--- config.mk ---
export PLATFORM = sky130hd
export DESIGN_NAME = downsample_arbiter
export DESIGN_NICKNAME = d
export VERILOG_FILES = /design/src/rtl/downsample_pkg.sv /design/src/rtl/rr_arb2.sv /design/src/rtl/downsample_arbiter.sv
export SDC_FILE = /design/constraint.sdc
export NUM_CORES = 1
export LEC_CHECK = 0
export ABC_CLOCK_PERIOD_IN_PS = 1400
export CAP_MARGIN = 20
export CORE_ASPECT_RATIO = 0.5
export CORE_MARGIN = 2
export CORE_UTILIZATION = 27
export CTS_BUF_LIST = sky130_fd_sc_hd__clkbuf_4 sky130_fd_sc_hd__clkbuf_8 sky130_fd_sc_hd__clkbuf_16
export CTS_CLUSTER_SIZE = 25
export DETAILED_ROUTE_END_ITERATION = 8
export PLACE_DENSITY = 0.83
export SLEW_MARGIN = 20
export SYNTH_ARGS = -nofsm -noshare
export SYNTH_HDL_FRONTEND = slang
export SYNTH_SLANG_ARGS = --single-unit
--- constraint.sdc ---
create_clock -name CLK -period 1.4 [get_ports CLK]
set_input_delay 0.28 -clock CLK [delete_from_list [all_inputs] [get_ports CLK]]
set_output_delay 0.28 -clock CLK [all_outputs]
set_load 0.1 [all_outputs]
--- src/rtl/downsample_pkg.sv ---
// Shared types and constants for the downsampler arbiter slice.
package downsample_pkg;

  typedef enum logic {
    IDLE = 1'b0,
    BUSY = 1'b1
  } state_t;

  localparam int FRAME_W      = 32;
  localparam int FRAME_H      = 32;
  localparam int FRAME_PIXELS = FRAME_W * FRAME_H;

  function automatic int clog2(input int value);
    int r;
    r = 0;
    for (int i = 0; i < 31; i++) begin
      if ((1 << i) < value) r = i + 1;
    end
    return r;
  endfunction

endpackage

--- src/rtl/rr_arb2.sv ---
// Two-way round-robin picker: prefers the requester that did not win last time.
module rr_arb2 (
  input  logic [1:0] req_i,
  input  logic       last_i,
  output logic       winner_o,
  output logic       any_o
);

  assign any_o    = |req_i;
  assign winner_o = req_i[~last_i] ? ~last_i : last_i;

endmodule

--- src/rtl/downsample_arbiter.sv ---
// Shares one 2:1 downsampler between two pixel streams, granting whole frames only
// so the downsampler's x/y counters stay aligned with frame boundaries.
module downsample_arbiter #(
  parameter int DATA_WIDTH = 16,
  parameter int FRAME_W    = 32,
  parameter int FRAME_H    = 32,
  parameter int CNT_W      = downsample_pkg::clog2(FRAME_W * FRAME_H)
) (
  input  logic                  CLK,
  input  logic                  RESET,
  input  logic                  in0_valid,
  input  logic [DATA_WIDTH-1:0] in0_data,
  output logic                  in0_ready,
  input  logic                  in1_valid,
  input  logic [DATA_WIDTH-1:0] in1_data,
  output logic                  in1_ready,
  output logic                  out0_valid,
  output logic [DATA_WIDTH-1:0] out0_data,
  input  logic                  out0_ready,
  output logic                  out1_valid,
  output logic [DATA_WIDTH-1:0] out1_data,
  input  logic                  out1_ready,
  output logic                  ds_in_valid,
  output logic [DATA_WIDTH-1:0] ds_in_data,
  input  logic                  ds_in_ready,
  input  logic                  ds_out_valid,
  input  logic [DATA_WIDTH-1:0] ds_out_data,
  output logic                  ds_out_ready,
  output logic                  grant,
  output logic                  busy,
  output logic                  frame_done
);
  import downsample_pkg::*;

  localparam logic [CNT_W-1:0] LAST_BEAT = CNT_W'(FRAME_W * FRAME_H - 1);

  state_t           state_q, state_d;
  logic             grant_q, grant_d;
  logic             last_grant_q, last_grant_d;
  logic [CNT_W-1:0] beat_cnt_q, beat_cnt_d;
  logic             frame_done_q, frame_done_d;

  logic busy_w, own_valid, own_out_ready, in_beat, last_beat;
  logic arb_winner, arb_any;

  rr_arb2 u_arb (
    .req_i    ({in1_valid, in0_valid}),
    .last_i   (last_grant_q),
    .winner_o (arb_winner),
    .any_o    (arb_any)
  );

  assign busy_w        = (state_q == BUSY);
  assign own_valid     = grant_q ? in1_valid : in0_valid;
  assign own_out_ready = grant_q ? out1_ready : out0_ready;
  assign in_beat       = busy_w & own_valid & ds_in_ready;
  assign last_beat     = in_beat & (beat_cnt_q == LAST_BEAT);

  // Zero-latency routing; everything is gated off while IDLE.
  assign ds_in_valid  = busy_w & own_valid;
  assign ds_in_data   = grant_q ? in1_data : in0_data;
  assign in0_ready    = busy_w & ~grant_q & ds_in_ready;
  assign in1_ready    = busy_w & grant_q & ds_in_ready;
  assign out0_valid   = busy_w & ~grant_q & ds_out_valid;
  assign out1_valid   = busy_w & grant_q & ds_out_valid;
  assign out0_data    = ds_out_data;
  assign out1_data    = ds_out_data;
  assign ds_out_ready = busy_w & own_out_ready;

  assign grant      = grant_q;
  assign busy       = busy_w;
  assign frame_done = frame_done_q;

  always_comb begin
    state_d      = state_q;
    grant_d      = grant_q;
    last_grant_d = last_grant_q;
    beat_cnt_d   = beat_cnt_q;
    frame_done_d = 1'b0;
    case (state_q)
      IDLE: begin
        if (arb_any) begin
          state_d = BUSY;
          grant_d = arb_winner;
        end
      end
      BUSY: begin
        if (in_beat) begin
          if (last_beat) begin
            beat_cnt_d   = '0;
            state_d      = IDLE;
            last_grant_d = grant_q;
            frame_done_d = 1'b1;
          end else begin
            beat_cnt_d = beat_cnt_q + 1'b1;
          end
        end
      end
      default: state_d = IDLE;
    endcase
  end

  // last_grant resets to 1 so requester 0 wins the first contested frame.
  always_ff @(posedge CLK) begin
    if (RESET) begin
      state_q      <= IDLE;
      grant_q      <= 1'b0;
      last_grant_q <= 1'b1;
      beat_cnt_q   <= '0;
      frame_done_q <= 1'b0;
    end else begin
      state_q      <= state_d;
      grant_q      <= grant_d;
      last_grant_q <= last_grant_d;
      beat_cnt_q   <= beat_cnt_d;
      frame_done_q <= frame_done_d;
    end
  end

endmodule

==> results_dict.tcl, run 1 <==
set metrics [dict create \
    run_status "finished with violations" \
    violations_in_the_final_reports "negative setup slack" \
    floorplan.die.height_um 50.3 \
    synth_area_leaders "dfxtp_1 (24%), buf_4 (21%), mux2_2 (16%)" \
    register_clock_pin_slew_on_the_reported_worst_setup_and_hold_paths_ns 0.06 \
    min_period_ns 1.59 \
    nets 248 \
    cts_inserted_buffers 3 \
    total_leakage_power_nw 0.967 \
    final.period_utilization_pct 113 \
    io-pin-count 113 \
    cp_data_required_time_ns 1.12 \
    layout.filler_cells 313 \
    power.density_cell_area_nw_per_um2 710 \
    global_route.overflow_total 0 \
    layout_common_cells "clkdlybuf4s50_1 (34), buf_12 (29), buf_4 (18)" \
    largest_net_degree_at_the_start_of_global_routing 13 \
    ctsHoldBuffers 0 \
    via_count 1138 \
    mapped_nets 189 \
    r2r_start "grant" \
    max_slew.worst_pin.slew_ns 0.272 \
    worst_r2r_path_depth 6 \
    distinct_cell_type_count_of_the_synthesized_netlist 26 \
    ant_nets 0 \
    critical_path_arrival_ns 1.31 \
    io_buffers 64 \
    relSlewSlack_pct 81.7 \
    synthDominantAreaCellType "dfxtp_1" \
    clock_skew_ns 0.00447 \
    syn2layout_area_growth_pct 109 \
    maxSlewViolCount 0 \
    tritoncts "done" \
    post-layout-total-power_mw 1.72 \
    hold_slack_ns 0.496 \
    max_freq_mhz 630 \
    drive_gt1_share_pct 55.3 \
    start_util_pct 28.9 \
    gp_congestion 0.830 \
    fp.dieArea_um2 4860 \
    grt_first_pass_wirelength_um 5040 \
    synth_sequential_area_ratio_pct 24.2 \
    hold_path.startpoint "last_grant_q" \
    n_antenna_cell 0 \
    fin_setup_tns_ns -3.80 \
    detail_route.drc_violations 0 \
    post_drt_wl_per_cell_um 15.5 \
    clock_tree.htree_level_count 1 \
    regToRegSetupSlack_ns -0.11 \
    synth_enable_flop_cells 0 \
    antenna_found_initial 0 \
    clock_tree.buffer_depth 2 \
    drt_iter0_drc 45 \
    via_count_of_the_first_global_routing_pass 1109 \
    critPathMaxFanout 10 \
    track_usage_pct 13.6 \
    setup.worst_path.end_class "primary output" \
    max_cap_viol_count 0 \
    drt-vias-per-instance 4.66 \
    finalWorstSetupSlack_ns -0.186 \
    finalHoldViolCount 0 \
    finish.instance_area_um2 2420 \
    synth_flop_cell "dfxtp_1" \
    startpoint "grant" \
    place.detailed.instances 229 \
    placementRows 16 \
    hpwl_dp_um 2580 \
    yosys_warnings 0 \
    vdd_drop_max_mv 0.364 \
    number_of_synthesized_register_bits 14 \
    path_class "register to primary output" \
    route.final.wire_length_um 3790 \
    firstDrtPassIters 4 \
    coreArea_um2 4000 \
    final_cell_count_no_fill 244 \
    width_of_the_die_um 96.6 \
    worst_hold_path_cell_count 1 \
    ctsRootBufferMaster "clkbuf_8" \
    grt_setup_unrepaired "yes" \
    hold_path.class "register to register" \
    crit_path_start_kind "register" \
    leading_cell_type_in_the_layout_fill_and_taps_excluded "clkdlybuf4s50_1" \
    detailed_place.area_um2 2120 \
    finalSetupViolations 30 \
    clkSinkCount 14 \
    synth_cells 132 \
    mappedNetlistArea_um2 1160 \
    insertion_delay_of_the_later_clocked_pin_in_the_worst_skew_pair_ns 0.25 \
    ys_async_sr_fraction_pct 0 \
    synthesis.area_per_instance_um2 8.77 \
    yosys.area.top_type_share_pct 24.2 \
]
-- stage by stage --
step | setup WS (ns) | util, %
after detailed placement | -0.306 | 52.9
after global placement | -0.264 | 52.9
final | -0.186 | 60.5
after floorplan | -0.278 | -
after CTS | -0.203 | 56.5
after global routing | -0.235 | 60.5
-- timing repair --
item | CTS | global route
gates cloned | 0 | 1
setup buffers | 4 | 6
pin swaps | 8 | 11
resized for setup | 17 | 23
setup endpoints to repair | 33 | 34
hold endpoints to repair | 0 | 0
-- cells in the mapped netlist (all sizes together) (2+ instances only) --
master / count
a21oi: 2
a31o: 2
and3: 3
buf: 37
dfxtp: 14
mux2: 16
mux2i: 2
nand2: 7
nand3: 3
nand4: 4
nor2: 16
nor2b: 2
nor3: 2
nor4: 5
o21ai: 2
xnor2: 9
-- cell families after synthesis --
group	share of synthesized area, %
buffers and inverters	24.3
adder cells (fa/ha/maj)	1.08
AND/OR/NAND/NOR	22.4
XOR/XNOR	6.81
flip-flops	24.2
AO/OA/AOI/OAI	3.89
multiplexers	17.3
-- power breakdown --
part	switching [mW]	total (mW)	internal (mW)
clock	0.153	0.348	0.195
sequential	0.0126	0.416	0.404
combinational	0.524	0.954	0.431
total	0.689	1.72	1.03
-- layer usage --
metal	GRT usage (%)	wire (um)	vias up
li1	-	-	534
met1	13.3	1300	539
met2	26.6	2090	50
met3	4.05	305	15
met4	5.87	92	0
met5	0	0	-
-- final cells by class --
class	instances	area, um2	area share (%)
Inverter	1	3.75	0.155
Timing Repair Buffer	92	1180	48.8
Sequential cell	14	290	12.0
Multi-Input combinational cell	79	835	34.5
Tap cell	54	67.6	2.79
Clock inverter	1	3.75	0.155
Clock buffer	3	41.3	1.70
-- registers in the layout (all words and copies together), names as in the netlist --
signal / flops
beat_cnt_q: 10
busy: 1
frame_done: 1
grant: 1
last_grant_q: 1
-- worst max-delay path: stages, from the launching register on --
cell,delay [ns]
dfxtp_4,0.40
buf_12,0.15
mux2_4,0.32
buf_12,0.17
-- worst paths after layout --
path,endpoint
max,ds_in_data[15]
min,last_grant_q
max reg2reg,beat_cnt_q[3]
min reg2reg,last_grant_q
Note: power is estimated with default switching activity, not from simulation.
==> run 2: changes to the inputs <==
--- a/config.mk
+++ b/config.mk
@@ -5,15 +5,15 @@
 export SDC_FILE = /design/constraint.sdc
 export NUM_CORES = 1
 export LEC_CHECK = 0
-export ABC_CLOCK_PERIOD_IN_PS = 1400
+export ABC_CLOCK_PERIOD_IN_PS = 1890
 export CAP_MARGIN = 20
 export CORE_ASPECT_RATIO = 0.5
 export CORE_MARGIN = 2
-export CORE_UTILIZATION = 27
+export CORE_UTILIZATION = 32
 export CTS_BUF_LIST = sky130_fd_sc_hd__clkbuf_4 sky130_fd_sc_hd__clkbuf_8 sky130_fd_sc_hd__clkbuf_16
 export CTS_CLUSTER_SIZE = 25
 export DETAILED_ROUTE_END_ITERATION = 8
-export PLACE_DENSITY = 0.83
+export PLACE_DENSITY = 0.92
 export SLEW_MARGIN = 20
 export SYNTH_ARGS = -nofsm -noshare
 export SYNTH_HDL_FRONTEND = slang
==> constraint.sdc (replaced) <==
create_clock -name CLK -period 1.89 [get_ports CLK]
set_input_delay 0.378 -clock CLK [delete_from_list [all_inputs] [get_ports CLK]]
set_output_delay 0.378 -clock CLK [all_outputs]
set_load 0.1 [all_outputs]
==> results_dict.tcl, run 2 (same netlist as run 1, synthesis figures left out) <==
set metrics [dict create \
    placementRows 15 \
    r2r_start "beat_cnt_q[0]" \
    finalSetupViolations 0 \
    run_status "complete, no violations" \
    coreArea_um2 3450 \
    post-place-ws_ns -0.0299 \
    timing.critical_path.cells "clkdlybuf4s50_1 -> nand2_1 -> nor2_4 -> buf_12" \
    cts_inserted_buffers 3 \
    syn2layout_area_growth_pct 70.9 \
    tritoncts "done" \
    clock_skew_ns 0.00212 \
    gp_congestion 0.890 \
    detail_route.drc_violations 0 \
    nets 226 \
    drt_iter0_drc 74 \
    fin_setup_tns_ns 0 \
    max_cap_viol_count 0 \
    clock_tree.htree_level_count 1 \
    critical_path_arrival_ns 1.42 \
    vdd_drop_max_mv 0.219 \
    max_freq_mhz 558 \
    startpoint "ds_in_ready" \
    io-pin-count 113 \
    grt_setup_unrepaired "no" \
    hold_slack_ns 0.485 \
    regToRegSetupSlack_ns 0.20 \
    path_class "input pin to primary output" \
    min_period_ns 1.79 \
    reg2reg_to "busy" \
    n_antenna_cell 0 \
    drive_gt1_share_pct 39.3 \
    finish.instance_area_um2 1980 \
    global_route.overflow_total 0 \
    worst_r2r_path_depth 5 \
    detailed_place.area_um2 1910 \
    width_of_the_die_um 89.1 \
    crit_path_end "in0_ready" \
    leading_cell_type_in_the_layout_fill_and_taps_excluded "clkdlybuf4s50_1" \
    critPathMaxFanout 4 \
    drt-vias-per-instance 4.84 \
    route.final.wire_length_um 3430 \
    number_of_flip_flops_under_the_largest_register_name 10 \
    registers.top_by_ff_count "beat_cnt_q" \
    setup.worst_path.end_class "primary output" \
    maxSlewViolCount 0 \
    grt_first_pass_wirelength_um 4820 \
    register_clock_pin_slew_on_the_reported_worst_setup_and_hold_paths_ns 0.06 \
    track_usage_pct 15.6 \
    final.period_utilization_pct 94.9 \
    ant_nets 0 \
    finalHoldViolCount 0 \
    total_leakage_power_nw 0.730 \
    clock_tree.buffer_depth 2 \
    finalWorstSetupSlack_ns 0.0964 \
    postLayoutCoreUtil_pct 57.3 \
    floorplan.die.height_um 46.5 \
    layout_common_cells "clkdlybuf4s50_1 (39), buf_12 (24), mux2_2 (16)" \
    hold_path.class "register to register" \
    max_slew.worst_pin.slew_ns 0.346 \
    crit_path_start_kind "input pin" \
    hpwl_dp_um 2750 \
    io_buffers 64 \
    antenna_found_initial 0 \
    timing.critical_path.slowest_stage_cell "clkdlybuf4s50_1" \
    via_count_of_the_first_global_routing_pass 1038 \
    firstDrtPassIters 4 \
    power.density_cell_area_nw_per_um2 622 \
    fp.dieArea_um2 4140 \
    post_drt_wl_per_cell_um 15.7 \
    insertion_delay_of_the_later_clocked_pin_in_the_worst_skew_pair_ns 0.25 \
    cp_data_required_time_ns 1.51 \
    clkSinkCount 14 \
    largest_net_degree_at_the_start_of_global_routing 23 \
    relSlewSlack_pct 76.9 \
    via_count 1059 \
    start_util_pct 33.5 \
    critPathMaxStageDelay_ns 0.55 \
    ctsRootBufferMaster "clkbuf_8" \
]
## run 2: changes by cell type in the layout (fill, tap and decap cells not counted), sizes merged
| cell | delta |
|---|---|
| clkdlybuf4s50 | +5 |
| clkinv | -1 |
| dlygate4sd2 | -5 |
| buf | -21 |
## run 2: final cells by class
type                            count  area (um2)
Tap cell                           51        63.8
Sequential cell                    14         288
Clock buffer                        4        55.1
Multi-Input combinational cell     79         644
Timing Repair Buffer               70         923
Inverter                            1        3.75
Fill cell                         288        1480
## run 2: repair_timing
item	CTS	global route
setup buffers	0	0
hold buffers	0	0
endpoints found under the hold margin	0	0
endpoints found under the setup margin	1	1
gates resized for setup	1	1
gates cloned	0	0
## run 2: worst max-delay path, delay by kind of cell
kind	cells	cell delay [ns]
buffers and inverters	2	0.73
and+or+nand+nor	2	0.31
## run 2: worst min-delay path by stage
stage	endpoint	from	slack, ns	cells past startpoint
global placement	last_grant_q	last_grant_q	0.45	1
finish	last_grant_q	last_grant_q	0.49	1
CTS	last_grant_q	last_grant_q	0.49	1
global route	last_grant_q	last_grant_q	0.50	1
floorplan	last_grant_q	last_grant_q	0.43	1
detailed placement	last_grant_q	last_grant_q	0.47	1
## run 2: power by group
part	internal [mW]	switching, mW
sequential	0.299	0.0180
clock	0.185	0.116
combinational	0.257	0.355
total	0.741	0.489
## run 2: per-layer routing
layer  vias up  wire length (um)  track usage, %
li1        490                 -               -
met1       499              1210            16.1
met2        59              1880            31.8
met3        11               288            2.87
met4         0                53            6.57
met5         -                 0               0
## run 2: through the flow
step | power, mW | instances
2_1_floorplan | 0.979 | 132
3_3_place_gp | 0.922 | 215
3_5_place_dp | 0.932 | 215
4_1_cts | 1.23 | 219
5_1_grt | 1.26 | 219
6_report | 1.23 | 219
